**config.mk**
```make
export PLATFORM = sky130hd
export DESIGN_NAME = acia_tx_fifo
export DESIGN_NICKNAME = d
export VERILOG_FILES = /design/src/rtl/acia_tx_fifo_pkg.sv /design/src/rtl/acia_tx_fifo_mem.sv /design/src/rtl/acia_tx_fifo.sv
export SDC_FILE = /design/constraint.sdc
export NUM_CORES = 1
export LEC_CHECK = 0
export BUFFER_PORTS_ARGS = -buffer_cell sky130_fd_sc_hd__buf_2
export CAP_MARGIN = 20
export CORE_MARGIN = 5
export CORE_UTILIZATION = 45
export DETAILED_ROUTE_END_ITERATION = 12
export PLACE_DENSITY = 0.63
export RECOVER_POWER = 25
export SLEW_MARGIN = 20
export SYNTH_ARGS = -nofsm -noshare
export SYNTH_HDL_FRONTEND = slang
export SYNTH_HIERARCHICAL = 1
export SYNTH_SLANG_ARGS = --single-unit
```
**constraint.sdc**
```tcl
create_clock -name phi2_i -period 3.8 [get_ports phi2_i]
set_input_delay 0.19 -clock phi2_i [delete_from_list [all_inputs] [get_ports phi2_i]]
set_output_delay 0.19 -clock phi2_i [all_outputs]
set_load 0.01 [all_outputs]
```
**src/rtl/acia_tx_fifo_pkg.sv**
```systemverilog
// Shared encodings and frame-timing helpers for the ACIA transmit path.
package acia_tx_fifo_pkg;

  typedef enum logic [2:0] {
    ST_IDLE,
    ST_START,
    ST_DATA,
    ST_PARITY,
    ST_STOP,
    ST_BREAK
  } tx_state_e;

  localparam logic [1:0] WL_8 = 2'b00;
  localparam logic [1:0] WL_7 = 2'b01;
  localparam logic [1:0] WL_6 = 2'b10;
  localparam logic [1:0] WL_5 = 2'b11;

  localparam logic [1:0] PMC_ODD   = 2'b00;
  localparam logic [1:0] PMC_EVEN  = 2'b01;
  localparam logic [1:0] PMC_MARK  = 2'b10;
  localparam logic [1:0] PMC_SPACE = 2'b11;

  // Index of the last data bit sent for a given word-length code.
  function automatic logic [2:0] data_last_bit(input logic [1:0] wl);
    logic [2:0] last;
    last = 3'd7;
    case (wl)
      WL_8: last = 3'd7;
      WL_7: last = 3'd6;
      WL_6: last = 3'd5;
      WL_5: last = 3'd4;
      default: last = 3'd7;
    endcase
    return last;
  endfunction

  // Stop field length in baud ticks; the 1.5-bit case only exists for 5-bit words.
  function automatic int stop_ticks(input logic [1:0] wl, input logic pme,
                                    input logic sbn, input int os);
    if (!sbn) return os;
    if (wl == WL_5 && !pme) return os + os / 2;
    if (wl == WL_8 && pme) return os;
    return 2 * os;
  endfunction

  function automatic logic frame_parity(input logic [7:0] data, input logic [1:0] wl,
                                        input logic [1:0] pmc);
    logic x;
    logic p;
    x = ^(data & (8'hFF >> wl));
    p = 1'b0;
    case (pmc)
      PMC_ODD:   p = ~x;
      PMC_EVEN:  p = x;
      PMC_MARK:  p = 1'b1;
      PMC_SPACE: p = 1'b0;
      default:   p = 1'b0;
    endcase
    return p;
  endfunction

endpackage

```
**src/rtl/acia_tx_fifo_mem.sv**
```systemverilog
// Transmit byte queue: storage, wrapping pointers, occupancy and sticky overrun.
module acia_tx_fifo_mem #(
  parameter int DEPTH = 4
) (
  input  logic                     clk_i,
  input  logic                     rst_ni,
  input  logic                     wr_i,
  input  logic [7:0]               wdata_i,
  input  logic                     rd_i,
  output logic [7:0]               rdata_o,
  output logic [$clog2(DEPTH):0]   level_o,
  output logic                     full_o,
  output logic                     empty_o,
  output logic                     ovr_o
);

  localparam int AW = $clog2(DEPTH);
  localparam logic [AW:0] FULL_LVL = DEPTH[AW:0];

  logic [7:0]    mem_q [DEPTH];
  logic [AW-1:0] wr_ptr_q, rd_ptr_q;
  logic [AW:0]   level_q;
  logic          ovr_q;
  logic          wr_ok, rd_ok;

  assign full_o  = (level_q == FULL_LVL);
  assign empty_o = (level_q == '0);
  assign level_o = level_q;
  assign ovr_o   = ovr_q;
  assign rdata_o = mem_q[rd_ptr_q];

  // A write while full is dropped even if a pop frees a slot in the same cycle.
  assign wr_ok = wr_i & ~full_o;
  assign rd_ok = rd_i & ~empty_o;

  always_ff @(posedge clk_i) begin
    if (wr_ok) mem_q[wr_ptr_q] <= wdata_i;
  end

  always_ff @(posedge clk_i or negedge rst_ni) begin
    if (!rst_ni) begin
      wr_ptr_q <= '0;
      rd_ptr_q <= '0;
      level_q  <= '0;
      ovr_q    <= 1'b0;
    end else begin
      if (wr_ok) wr_ptr_q <= wr_ptr_q + 1'b1;
      if (rd_ok) rd_ptr_q <= rd_ptr_q + 1'b1;
      case ({wr_ok, rd_ok})
        2'b10:   level_q <= level_q + 1'b1;
        2'b01:   level_q <= level_q - 1'b1;
        default: level_q <= level_q;
      endcase
      if (wr_ok)     ovr_q <= 1'b0;
      else if (wr_i) ovr_q <= 1'b1;
    end
  end

endmodule

```
**src/rtl/acia_tx_fifo.sv**
```systemverilog
// ACIA transmitter: byte FIFO feeding an oversampled async serialiser with parity and break.
module acia_tx_fifo
  import acia_tx_fifo_pkg::*;
#(
  parameter int FIFO_DEPTH = 4,
  parameter int OVERSAMPLE = 16
) (
  input  logic                          phi2_i,
  input  logic                          reset_ni,
  input  logic                          bclk_en_i,
  input  logic                          ctsb_i,
  input  logic [7:0]                    txdata_i,
  input  logic                          txlatch_i,
  input  logic [1:0]                    r_wl_i,
  input  logic                          r_pme_i,
  input  logic [1:0]                    r_pmc_i,
  input  logic                          r_sbn_i,
  input  logic                          r_brk_i,
  output logic                          tx_o,
  output logic                          txfull_o,
  output logic                          txempty_o,
  output logic [$clog2(FIFO_DEPTH):0]   txlevel_o,
  output logic                          txovr_o
);

  localparam int CW = $clog2(2 * OVERSAMPLE);

  tx_state_e     state_q, state_d;
  logic [CW-1:0] cnt_q, cnt_d;
  logic [2:0]    bit_q, bit_d;
  logic [7:0]    shift_q, shift_d;
  logic [1:0]    wl_q, wl_d;
  logic          pme_q, pme_d, sbn_q, sbn_d, par_q, par_d, tx_q, tx_d;

  logic       pop, fifo_empty, bit_end, stop_end, can_start, launch;
  logic [7:0] head;

  acia_tx_fifo_mem #(.DEPTH(FIFO_DEPTH)) u_mem (
    .clk_i   (phi2_i),
    .rst_ni  (reset_ni),
    .wr_i    (txlatch_i),
    .wdata_i (txdata_i),
    .rd_i    (pop),
    .rdata_o (head),
    .level_o (txlevel_o),
    .full_o  (txfull_o),
    .empty_o (fifo_empty),
    .ovr_o   (txovr_o)
  );

  assign bit_end   = (cnt_q == CW'(OVERSAMPLE - 1));
  assign stop_end  = (cnt_q == CW'(stop_ticks(wl_q, pme_q, sbn_q, OVERSAMPLE) - 1));
  assign can_start = !fifo_empty && !ctsb_i && !r_brk_i;
  // The final stop tick doubles as the idle decision so queued frames run back to back.
  assign launch    = bclk_en_i && can_start &&
                     (state_q == ST_IDLE || (state_q == ST_STOP && stop_end));

  assign tx_o      = tx_q;
  assign txempty_o = fifo_empty && (state_q == ST_IDLE);

  always_comb begin
    state_d = state_q;
    cnt_d   = cnt_q;
    bit_d   = bit_q;
    shift_d = shift_q;
    wl_d    = wl_q;
    pme_d   = pme_q;
    sbn_d   = sbn_q;
    par_d   = par_q;
    tx_d    = tx_q;
    pop     = 1'b0;
    if (bclk_en_i) begin
      unique case (state_q)
        ST_IDLE: if (r_brk_i) begin
          state_d = ST_BREAK;
          tx_d    = 1'b0;
        end
        ST_START: if (bit_end) begin
          state_d = ST_DATA;
          cnt_d   = '0;
          bit_d   = '0;
          tx_d    = shift_q[0];
        end else cnt_d = cnt_q + 1'b1;
        ST_DATA: if (bit_end) begin
          cnt_d = '0;
          if (bit_q == data_last_bit(wl_q)) begin
            state_d = pme_q ? ST_PARITY : ST_STOP;
            tx_d    = pme_q ? par_q : 1'b1;
          end else begin
            bit_d   = bit_q + 3'd1;
            shift_d = {1'b0, shift_q[7:1]};
            tx_d    = shift_q[1];
          end
        end else cnt_d = cnt_q + 1'b1;
        ST_PARITY: if (bit_end) begin
          state_d = ST_STOP;
          cnt_d   = '0;
          tx_d    = 1'b1;
        end else cnt_d = cnt_q + 1'b1;
        ST_STOP: if (stop_end) begin
          cnt_d   = '0;
          state_d = r_brk_i ? ST_BREAK : ST_IDLE;
          tx_d    = !r_brk_i;
        end else cnt_d = cnt_q + 1'b1;
        ST_BREAK: if (!r_brk_i) begin
          state_d = ST_IDLE;
          tx_d    = 1'b1;
        end
        default: state_d = ST_IDLE;
      endcase
      // Frame settings are captured here so register writes mid-frame have no effect.
      if (launch) begin
        pop     = 1'b1;
        state_d = ST_START;
        cnt_d   = '0;
        bit_d   = '0;
        tx_d    = 1'b0;
        shift_d = head;
        wl_d    = r_wl_i;
        pme_d   = r_pme_i;
        sbn_d   = r_sbn_i;
        par_d   = frame_parity(head, r_wl_i, r_pmc_i);
      end
    end
  end

  always_ff @(posedge phi2_i or negedge reset_ni) begin
    if (!reset_ni) begin
      state_q <= ST_IDLE;
      cnt_q   <= '0;
      bit_q   <= '0;
      shift_q <= '0;
      wl_q    <= WL_8;
      pme_q   <= 1'b0;
      sbn_q   <= 1'b0;
      par_q   <= 1'b0;
      tx_q    <= 1'b1;
    end else begin
      state_q <= state_d;
      cnt_q   <= cnt_d;
      bit_q   <= bit_d;
      shift_q <= shift_d;
      wl_q    <= wl_d;
      pme_q   <= pme_d;
      sbn_q   <= sbn_d;
      par_q   <= par_d;
      tx_q    <= tx_d;
    end
  end

endmodule

```
==> results.py <==
metrics = {
    "synthesis": {
        "synth_common_cells": "dfrtp_1 (32), edfxtp_1 (32), nand2_1 (22), inv_1 (12)",
        "synth.net_count": 273,
        "synth_top_area_cell": "edfxtp_1",
        "synth.distinct_cells": 56,
        "syn_inst": 243,
        "synth_top_area_frac": 0.306,
        "ys_seq_area_frac": 0.569,
        "ys.flop_type": "edfxtp_1",
        "syn_avg_cell_area_sq_um": 12.9,
        "synth_edf_count": 32,
        "ys_top_cells_by_area": "edfxtp_1 (31%), dfrtp_1 (25%), mux4_2 (5.7%)",
        "ys_seq_elements": 65,
        "async_flop_share": 0.508,
        "syn_area_sq_um": 3140,
        "yosys_warnings": 6,
    },
    "cts": {
        "cts_sinks": 65,
        "cts_tree": "done",
        "htreeDepth": 3,
        "clkSlewWorstSetupHoldPaths_ps": 70,
        "clk_latency_ps": 330,
        "numCtsBuffers": 9,
        "clk_path_buf_depth": 2,
        "cts_root_buf": "clkbuf_8",
        "ctsResizeCount": 0,
    },
    "timing": {
        "fin_crit_ps": 3200,
        "grt_setup_unrepaired": "false",
        "fmax_mhz": 312,
        "max-slew-margin-rel": -0.185,
        "post-route-period-util": 0.842,
        "tightest_slew_ps": 1780,
        "finalMaxSlewViolations": 34,
        "skew_ps": 5.54,
        "hold_violations": 0,
        "setup_ws_ps": 599,
        "fin_setup_tns_ps": 0,
        "setup_violations": 0,
    },
    "grt": {
        "grt_pass1_wl_um": 9780,
        "grt_overflow": 0,
        "grt_use_total": 0.149,
        "grt_pass1_vias": 2006,
        "grt_max_degree": 34,
        "antenna_found_initial": 0,
    },
    "floorplan": {
        "num_rows": 30,
        "die_x_um": 93.6,
        "initial_core_util": 0.463,
        "die_area_sq_um": 8760,
        "core_sq_um": 6790,
        "num_io_pins": 27,
        "die_y_um": 93.6,
    },
    "cells_and_area": {
        "multi_input_area_sq_um": 1260,
        "num_antenna_cells": 0,
        "post-route-util": 0.520,
        "regArea_sq_um": 1790,
        "num-fill-cells": 606,
        "area_delta_synth_final_pct": 12.4,
        "final_net_count": 303,
        "layout-drive-gt1-share": 0.191,
    },
    "setup_path": {
        "max_stage_delay_ps": 440,
        "crit_type": "flop to flop",
        "critPathCaptureType": "flop",
        "path_cells": "or3b_1 > a21oi_1 > o2111a_2 > o2111ai_4 > inv_2 > o31a_2 > ha_1 > inv_1 > fa_1 > xor2_1 > nor2_1 > xor2_1",
        "cpMaxStageDelayCell": "dfrtp_1",
        "required_ps": 4060,
        "worst_path_most_repeated_cell": "xor2_1",
        "path_max_fanout": 16,
        "crit_arrival_ps": 3460,
        "start_kind": "flop",
    },
    "outcome": {
        "violations": "capacitance limit, slew limit",
        "status": "complete, but fails checks",
    },
    "routing": {
        "vias_per_cell": 5.27,
        "postRouteAntennaNets": 0,
        "firstDrtPassIters": 4,
        "met2_length_um": 2950,
        "drcViolationCount": 0,
        "drt_wl_total_um": 5800,
        "avgRoutedWirePerCell_um": 15.5,
        "maxUsedRoutingLayer": "met4",
        "drt-initial-drc-count": 108,
        "vias": 1970,
        "wl_met3_um": 303,
        "met1_length_um": 2460,
    },
    "place": {
        "hpwl_um": 4000,
        "gp_congestion": 0.840,
        "port_buffers": 26,
        "pre_cts_ws_ps": 629,
    },
    "power": {
        "p_clk_frac": 0.206,
        "pwr-share-comb": 0.352,
        "switching_power_mw": 0.948,
        "irDropWorstVdd_mv": 0.415,
        "sequentialPowerShare": 0.441,
        "swShare": 0.351,
        "internal-power_mw": 1.76,
        "p_leak_nw": 1.43,
        "finalPower_mw": 2.70,
        "p_per_area_nw_per_um2": 765,
    },
    "run": {
        "max_cap_violations": 1,
    },
    "worst_hold_path": {
        "min_path_type": "input port to flop",
    },
}
-- flip-flops by register name, summed over array words and instances (netlist names) --
name            flops
u_mem/rd_ptr_q      2
shift_q             8
u_mem/mem_q        32
cnt_q               5
state_q             3
sbn_q               1
u_mem/wr_ptr_q      2
bit_q               3
tx_o                1
pme_q               1
u_mem/ovr_o         1
wl_q                2
u_mem/level_o       3
par_q               1
-- power groups by stage --
stage	clock network, mW	registers [mW]	logic [mW]
after global placement	0	1.21	0.959
final	0.558	1.19	0.953
after global routing	0.611	1.23	1.08
after CTS	0.577	1.20	0.978
after floorplan	0	1.11	0.831
after detailed placement	0	1.21	0.970
-- kinds of logic after synthesis --
logic type,Yosys count,share of synthesized area
muxes,15,0.0828
AOI/OAI and AO/OA,51,0.122
buffers and inverters,22,0.0279
adders and majority gates,10,0.0422
DFF,65,0.569
xor gates and xnor gates,17,0.0474
and+or+nand+nor,63,0.109
-- per-stage QoR --
stage	hold slack (ps)	std cells	instance area [sq um]
final	59.6	374	3530
after detailed placement	312	357	3360
after CTS	47.9	374	3560
after global placement	306	357	3360
after global routing	51.1	374	3530
after floorplan	-106	243	3140
-- path summary, 6_finish.rpt --
kind / from / end / slack, ps / cells past startpoint
setup / recovery: pme_q / u_mem/level_o[2] / 600 / 12
hold / removal: r_pme_i / pme_q / 60 / 3
setup reg to reg: pme_q / u_mem/level_o[2] / 600 / 12
hold reg to reg: u_mem/ovr_o / u_mem/ovr_o / 510 / 1
max in group asynchronous: reset_ni / state_q[1] / 1900 / 2
min in group asynchronous: reset_ni / shift_q[5] / 870 / 2
-- final cells by class --
| type | count | area share |
|---|---|---|
| clock buffers | 11 | 0.0372 |
| multi-input cells | 156 | 0.356 |
| repair buffers | 27 | 0.0365 |
| flip-flops and latches | 65 | 0.506 |
| clock inverters | 5 | 0.0159 |
| well taps | 96 | 0.0340 |
| inverters | 14 | 0.0149 |
-- layout by cell type (no fill, tap or decap), types with 3 or more instances in the layout --
cell	count
nor2_1	9
nand2_1	22
and2_1	3
ha_1	9
edfxtp_1	32
xnor2_1	9
xor2_1	8
mux2_2	4
a2bb2oi_1	7
mux4_2	8
dfrtp_1	32
clkbuf_1	11
and3_1	4
nand3_1	5
a21oi_1	7
o211ai_1	3
buf_2	17
clkbuf_8	9
o21ai_0	6
nor3_1	3
inv_1	12
o22ai_1	8
-- critical path: cells and delay by family (launching register included) --
family,cells,cell delay [ps]
AOI/OAI and AO/OA,4,970
buffers and inverters,2,390
DFF,1,440
xor gates and xnor gates,2,290
adders and majority gates,2,550
and+or+nand+nor,2,500
-- timing repair --
item	4_1_cts	5_1_grt
hold buffers	1	0
hold endpoints to repair	32	0
setup buffers	0	0
-- metal layers --
metal  up-vias  GRT usage
met3         8     0.0507
met1       945      0.177
li1        960          -
met2        57      0.250
met5         -          0
met4         0     0.0542
(Power assumes the default switching activity.)
